`src/rtl/led_seq.sv`:
```
// Multi-channel LED sequencer: a shared tick prescaler drives CHANNELS LEDs, each in OFF/ON/BLINK/CODE mode.
// Optional LED_SEQ_BREATHE_EN macro adds mode 4 (BREATHE, PWM duty ramp); undefined, mode 4 behaves as OFF.
module led_seq #(
  parameter int CHANNELS = 4,
  parameter int TICK_DIV = 12000,
  parameter int PER_W    = 16,
  localparam int CH_W    = (CHANNELS > 1) ? $clog2(CHANNELS) : 1
) (
  input  logic                clk,
  input  logic                rst,
  input  logic                wr_en,
  input  logic [CH_W-1:0]     wr_ch,
  input  logic [2:0]          wr_mode,
  input  logic [PER_W-1:0]    wr_period,
  input  logic [3:0]          wr_count,
  output logic                tick,
  output logic [CHANNELS-1:0] led
);

  localparam int PW = $clog2(TICK_DIV);
  localparam int TW = PER_W + 2;

  typedef enum logic [2:0] {
    M_OFF     = 3'd0,
    M_ON      = 3'd1,
    M_BLINK   = 3'd2,
    M_CODE    = 3'd3,
    M_BREATHE = 3'd4
  } mode_e;

  typedef enum logic [1:0] {
    IDLE   = 2'd0,
    ON_PH  = 2'd1,
    OFF_PH = 2'd2,
    GAP    = 2'd3
  } phase_e;

  typedef struct packed {
    mode_e            mode;
    phase_e           phase;
    logic [PER_W-1:0] period;
    logic [3:0]       count;
    logic [TW-1:0]    tcnt;
    logic [3:0]       fcnt;
`ifdef LED_SEQ_BREATHE_EN
    logic [7:0]       duty;
    logic             dir_up;
`endif
  } ch_t;

  logic [PW-1:0]       presc_q, presc_d;
  logic                tick_q, tick_d;
  ch_t                 ch_q [CHANNELS];
  ch_t                 ch_d [CHANNELS];
  logic [CHANNELS-1:0] led_q, led_d;
  logic [PER_W-1:0]    wr_per_sat;
`ifdef LED_SEQ_BREATHE_EN
  logic [7:0]          pwm_q, pwm_d;
`endif

  function automatic logic [TW-1:0] phase_reload(input logic [PER_W-1:0] p);
    return {2'b00, p} - TW'(1);
  endfunction

  // The gap lasts four phases, which is why tcnt carries two extra bits.
  function automatic logic [TW-1:0] gap_reload(input logic [PER_W-1:0] p);
    return {p, 2'b00} - TW'(1);
  endfunction

  assign wr_per_sat = (wr_period == '0) ? PER_W'(1) : wr_period;

  // NOTE: combinational blocks use blocking '=' and sequential blocks use '<='; mixing them causes sim/synth mismatch.
  always_comb begin
    tick_d  = (presc_q == '0);
    presc_d = tick_d ? PW'(TICK_DIV - 1) : presc_q - PW'(1);
`ifdef LED_SEQ_BREATHE_EN
    pwm_d   = pwm_q + 8'd1;
`endif
  end

  // Next-state: a write restarts its channel and wins over a coincident tick.
  always_comb begin
    for (int i = 0; i < CHANNELS; i++) begin
      // NOTE: default every comb output to its held value first so no path infers a latch.
      ch_d[i] = ch_q[i];
      if (wr_en && (int'(wr_ch) == i)) begin
        ch_d[i].period = wr_per_sat;
        ch_d[i].count  = wr_count;
        ch_d[i].fcnt   = wr_count;
        ch_d[i].tcnt   = phase_reload(wr_per_sat);
        ch_d[i].mode   = M_OFF;
        ch_d[i].phase  = IDLE;
        case (wr_mode)
          3'd1: ch_d[i].mode = M_ON;
          3'd2: begin
            ch_d[i].mode  = M_BLINK;
            ch_d[i].phase = ON_PH;
          end
          3'd3: begin
            if (wr_count != 4'd0) begin
              ch_d[i].mode  = M_CODE;
              ch_d[i].phase = ON_PH;
            end
          end
`ifdef LED_SEQ_BREATHE_EN
          3'd4: begin
            ch_d[i].mode   = M_BREATHE;
            ch_d[i].duty   = 8'd0;
            ch_d[i].dir_up = 1'b1;
          end
`endif
          default: ;
        endcase
      end else if (tick_q) begin
        case (ch_q[i].mode)
          M_BLINK, M_CODE: begin
            if (ch_q[i].tcnt != '0) begin
              ch_d[i].tcnt = ch_q[i].tcnt - TW'(1);
            end else begin
              ch_d[i].tcnt = phase_reload(ch_q[i].period);
              case (ch_q[i].phase)
                ON_PH: ch_d[i].phase = OFF_PH;
                OFF_PH: begin
                  ch_d[i].phase = ON_PH;
                  if (ch_q[i].mode == M_CODE) begin
                    ch_d[i].fcnt = ch_q[i].fcnt - 4'd1;
                    if (ch_q[i].fcnt == 4'd1) begin
                      ch_d[i].phase = GAP;
                      ch_d[i].tcnt  = gap_reload(ch_q[i].period);
                    end
                  end
                end
                GAP: begin
                  ch_d[i].phase = ON_PH;
                  ch_d[i].fcnt  = ch_q[i].count;
                end
                default: ;
              endcase
            end
          end
`ifdef LED_SEQ_BREATHE_EN
          M_BREATHE: begin
            if (ch_q[i].tcnt != '0) begin
              ch_d[i].tcnt = ch_q[i].tcnt - TW'(1);
            end else begin
              ch_d[i].tcnt = phase_reload(ch_q[i].period);
              if (ch_q[i].dir_up) begin
                ch_d[i].duty = ch_q[i].duty + 8'd1;
                if (ch_q[i].duty == 8'd254) ch_d[i].dir_up = 1'b0;
              end else begin
                ch_d[i].duty = ch_q[i].duty - 8'd1;
                if (ch_q[i].duty == 8'd1) ch_d[i].dir_up = 1'b1;
              end
            end
          end
`endif
          default: ;
        endcase
      end
    end
  end

  // LED drive is decoded from the next state so a write shows up one cycle later.
  always_comb begin
    led_d = '0;
    for (int i = 0; i < CHANNELS; i++) begin
      case (ch_d[i].mode)
        M_ON:            led_d[i] = 1'b1;
        M_BLINK, M_CODE: led_d[i] = (ch_d[i].phase == ON_PH);
`ifdef LED_SEQ_BREATHE_EN
        M_BREATHE:       led_d[i] = (pwm_q < ch_d[i].duty);
`endif
        default:         led_d[i] = 1'b0;
      endcase
    end
  end

  always_ff @(posedge clk) begin
    if (rst) begin
      presc_q <= PW'(TICK_DIV - 1);
      tick_q  <= 1'b0;
      led_q   <= '0;
      // NOTE: per-channel state is a handful of flops, not a RAM, so resetting every entry is cheap and required.
      for (int i = 0; i < CHANNELS; i++) ch_q[i] <= '0;
`ifdef LED_SEQ_BREATHE_EN
      pwm_q   <= 8'd0;
`endif
    end else begin
      presc_q <= presc_d;
      tick_q  <= tick_d;
      led_q   <= led_d;
      for (int i = 0; i < CHANNELS; i++) ch_q[i] <= ch_d[i];
`ifdef LED_SEQ_BREATHE_EN
      pwm_q   <= pwm_d;
`endif
    end
  end

  assign tick = tick_q;
  assign led  = led_q;

endmodule

```
`config.mk`:
```
export PLATFORM = sky130hd
export DESIGN_NAME = led_seq
export DESIGN_NICKNAME = d
export VERILOG_FILES = /design/src/rtl/led_seq.sv
export SDC_FILE = /design/constraint.sdc
export NUM_CORES = 1
export LEC_CHECK = 0
export BUFFER_PORTS_ARGS = -buffer_cell sky130_fd_sc_hd__buf_4
export CAP_MARGIN = 25
export CORE_ASPECT_RATIO = 0.6
export CORE_MARGIN = 2
export CORE_UTILIZATION = 55
export DETAILED_ROUTE_END_ITERATION = 8
export PLACE_DENSITY = 0.71
export SETUP_SLACK_MARGIN = 0.1
export SYNTH_ARGS = -nofsm -noshare
export SYNTH_HDL_FRONTEND = slang
export SYNTH_SLANG_ARGS = --single-unit
export TNS_END_PERCENT = 30
```
`constraint.sdc`:
```
create_clock -name clk -period 7.9 [get_ports clk]
set_clock_uncertainty 0.15 [all_clocks]
set_input_delay 1.58 -clock clk [delete_from_list [all_inputs] [get_ports clk]]
set_output_delay 1.58 -clock clk [all_outputs]
set_load 0.02 [all_outputs]
```
# Word level (Yosys, flattened, before mapping)
# Memories as Yosys holds them, arrays and structs flattened.
# Cells that the tools add are included.
[classes]
n_addsub = 18
mul = 0
n_div = 0
magnitude_cmp = 0
n_eq_ne = 46
shift = 0
n_mux = 87
n_bitwise = 4
reduce_logical = 21
[op_table]
columns = ["operator", "n"]
rows = [
  ["2-to-1 mux 22 bit", 16],
  ["2-to-1 mux 18 bit", 12],
  ["2-to-1 mux 47 bit", 4],
  ["subtractor 18 x 1 -> 18 bit (second input constant)", 8],
  ["subtractor 16 x 1 -> 17 bit (second input constant)", 5],
  ["2-to-1 mux 20 bit", 4],
  ["nonzero test 18 bit", 4],
  ["== test 3 x 2 -> 1 bit (second input constant)", 18],
  ["2-to-1 mux 2 bit", 24],
  ["one-hot mux 4 bit (2 select lines)", 4],
  ["one-hot mux 2 bit (3 select lines)", 4],
  ["== test 2 bit (second input constant)", 10],
  ["2-to-1 mux 4 bit", 5],
  ["== test 2 x 1 -> 1 bit (second input constant)", 9],
  ["OR reduction 2 bit", 9],
  ["== test 4 x 1 -> 1 bit (second input constant)", 4],
  ["logical NOT 16 bit", 1],
  ["2-to-1 mux 16 bit", 1],
  ["subtractor 4 x 1 -> 4 bit (second input constant)", 4],
  ["== test 3 x 1 -> 1 bit (second input constant)", 5],
  ["logical NOT 14 bit", 1],
  ["subtractor 14 x 1 -> 14 bit (second input constant)", 1],
  ["2-to-1 mux 3 bit", 4],
  ["one-hot mux 3 bit (3 select lines)", 1],
  ["7 further kinds", 18],
]
[word_totals]
register_bits = 19
latch_bits = 0
ramBits = 188
mem_bits_ro = 0
inputBits = 28
memories = 1
[memory_table]
columns = ["memory", "depth", "width", "rd", "rd_clocked_by_memory_dff", "wr", "line_no", "source"]
rows = [
  ["ch_q", 4, 47, 4, 0, 4, "53", "ch_t ch_q [CHANNELS];"],
]

# Longest topological paths before layout
# An unclocked memory read counts as a cell.
[depth]
word_depth = 11
depth_mapped = 12

# Worst setup path after synthesis
# OpenSTA, ideal clock, no wires.
[synth_timing]
path_kind = "input-to-reg"
start = "input port wr_period[2]"
end = "memory ch_q[1][18] in the netlist's numbering"
setup_time_ps = 92
arrival_time_ps = 4261
t_required_ps = 7658
slack_ps = 3397
cell_stages = 12
n_path_buf = 1
path_cell_list = "clkbuf_1 or4_1 nand2b_1 nor2_1 nor2_1 ha_1 or3b_2 or3_1 nor2_1 xor2_1 nor2_1 nor4_1"
[synth_lines]
columns = ["element", "line_no", "source"]
rows = [
  ["start: declaration", "14", "input logic [PER_W-1:0] wr_period,"],
  ["end: declaration", "53", ""],
]

==> results_dict.tcl <==
set metrics [dict create \
    cts_max_path_buffers 3 \
    wl_um 47300 \
    cts_max_level 1 \
    first_pass_iters 9 \
    coreArea_um2 24200 \
    cts_tree "yes" \
    final_max_slew_viol_count 0 \
    ys_seq_area_frac 0.305 \
    avgSynthCellArea_um2 7.25 \
    hp-class "reg -> reg" \
    cts-root-buf "clkbuf_16" \
    synth_area_um2 13600 \
    setup.worst_path.class "in -> reg" \
    grt_util_all_layers 0.356 \
    fillers 2285 \
    hp-start "presc_q[0]" \
    synth_top_area_frac 0.305 \
    outcome "finished, final reports clean" \
    grt_max_degree 168 \
    reg2reg_setup_slack_ns 4.53 \
    gp_congestion 1.02 \
    final_util 0.602 \
    p_leak_nw 5.22 \
    reg2reg_depth 6 \
    ys.warnings.count 0 \
    dieArea_um2 26000 \
    die_y_um 126 \
    rsz0062_at_grt "no" \
    stdcell_count 2141 \
    synth_ff_type "dfxtp_1" \
    wire_per_inst_um 22.1 \
    async_flop_share 0 \
    regArea_um2 4140 \
    ctsResizeCount 0 \
    drtIter0Drc 2204 \
    grt_pass1_wl_um 72700 \
    numCtsBuffers 21 \
    postCtsSetupBuffers 0 \
    yosys-top-cells-count "nand2_1, dfxtp_1, a21oi_1, nor2_1, clkbuf_1" \
    antenna_left 0 \
    antenna_found_initial 0 \
    dp.cells 2104 \
    fp.dieW_um 207 \
    hold_path_end "presc_q[0]" \
    r2r_start "ch_q[1][17]" \
    drc 0 \
    overflow 0 \
    insertion_delay_ns 0.52 \
    cts-hold-fix-buffers 0 \
    reg2reg_to "ch_q[1][18]" \
    ys_ff_latch 207 \
    clock-sinks 207 \
    cp-start-kind "input port" \
    areaGrowthSynthToFinish_pct 7.29 \
    fin_crit_ns 4.79 \
    synth_edf_count 0 \
    ios 33 \
    tns_ns 0 \
    synth_top_area_cell "dfxtp_1" \
    setup_viol 0 \
    vias 14600 \
    multi_input_area_um2 8770 \
    hold_viol 0 \
    tightest_slew_ns 1.20 \
    drive_gt1_frac 0.0737 \
    syn_nets 1923 \
    hold_depth 1 \
    std_cell_rows 44 \
    hold_ws_ns 0.255 \
    cts.clk_slew.worst_paths_ns 0.07 \
    first_global_vias 12400 \
    cap_viol_max_count 0 \
    cp.arrival_ns 5.09 \
    end_kind "register" \
    vias_per_cell 6.80 \
    max_freq_mhz 209 \
    syn_inst 1873 \
    io_buffers 32 \
    total_power_w 0.00278 \
    dp_hpwl_um 33000 \
    synth.distinct_cells 84 \
    synth.most_common_cell "nand2_1" \
    nets 1857 \
    finalCritPeriodShare 0.607 \
    ir_drop_mv 0.150 \
    crit_required_ns 8.20 \
    initial_core_util 0.561 \
    maxSlewHeadroom 0.199 \
    n_antenna_cell 0 \
    powerDensity_nw_per_um2 191 \
    synth_area_leaders "dfxtp_1, nand2_1, a21oi_1" \
    path_max_fanout 8 \
]
worst max-delay path: stages:
cell,delay [ns]
buf_4,0.14
or4_1,0.17
nand2b_1,0.31
nor2_1,0.12
nor2_1,0.45
ha_1,0.28
or3b_2,0.50
or3_1,0.42
nor2_1,0.71
a22oi_1,0.21
a31oi_1,0.19
worst max path at each step:
stage                     slack [ns]          from  depth (start not counted)          end
after detailed placement        2.74  wr_period[2]                         11  ch_q[2][21]
final                           3.11  wr_period[2]                         11  ch_q[2][21]
after global placement          2.91  wr_period[2]                         11  ch_q[2][21]
after global routing            3.01  wr_period[2]                         11  ch_q[2][21]
after CTS                       3.27  wr_period[2]                         11  ch_q[1][21]
after floorplan                 3.40  wr_period[2]                         12  ch_q[1][18]
cell usage in the layout, fill, tap and decap left out, types with 39 or more instances in the layout:
master   synthesis  layout
nand3_1         43      43
nor4_1          40      39
o21ai_0         91      91
inv_1           45      45
nor2_1         163     162
a21oi_1        163     163
nor3_1          81      77
dfxtp_1        207     207
buf_4            0      50
nand2_1        311     311
layout make-up:
type / count / area share
multi-input combinational: 1481 / 0.602
sequential: 207 / 0.284
clock buffer: 23 / 0.0379
tap: 322 / 0.0276
timing repair buffer: 51 / 0.0271
inverter: 45 / 0.0116
clock inverter: 12 / 0.00944
state kept, by name, summed over array words and instances (netlist names):
name     count
tick         1
ch_q       188
presc_q     14
led          4
report_power, final:
part / switching [W] / total [W] / internal [W]
clock network: 0.000448 / 0.00105 / 0.000601
registers: 0.0000501 / 0.00113 / 0.00108
logic: 0.000395 / 0.000603 / 0.000208
layer usage:
layer  share of wire  GRT usage  vias to the layer above
li1                -          -                     6717
met1            0.47      0.573                     6852
met2            0.38      0.465                      910
met3            0.13     0.0883                       83
met4           0.024     0.0755                        0
met5               0          0                        -
stage by stage:
step / cell area [um2] / setup WS (ns)
detailed placement: 13900 / 2.74
global placement: 13900 / 2.91
CTS: 14600 / 3.27
floorplan: 13600 / 3.40
global route: 14600 / 3.01
finish: 14600 / 3.11
cell families after synthesis:
kind of cell / after synthesis / synth area share
buf+inv: 185 / 0.0521
xor+xnor: 73 / 0.0471
simple gates: 819 / 0.294
mux: 39 / 0.0297
compound gates: 528 / 0.252
fa+ha+maj: 22 / 0.0203
flops: 207 / 0.305
No activity file was read; power rests on OpenSTA's default activity.
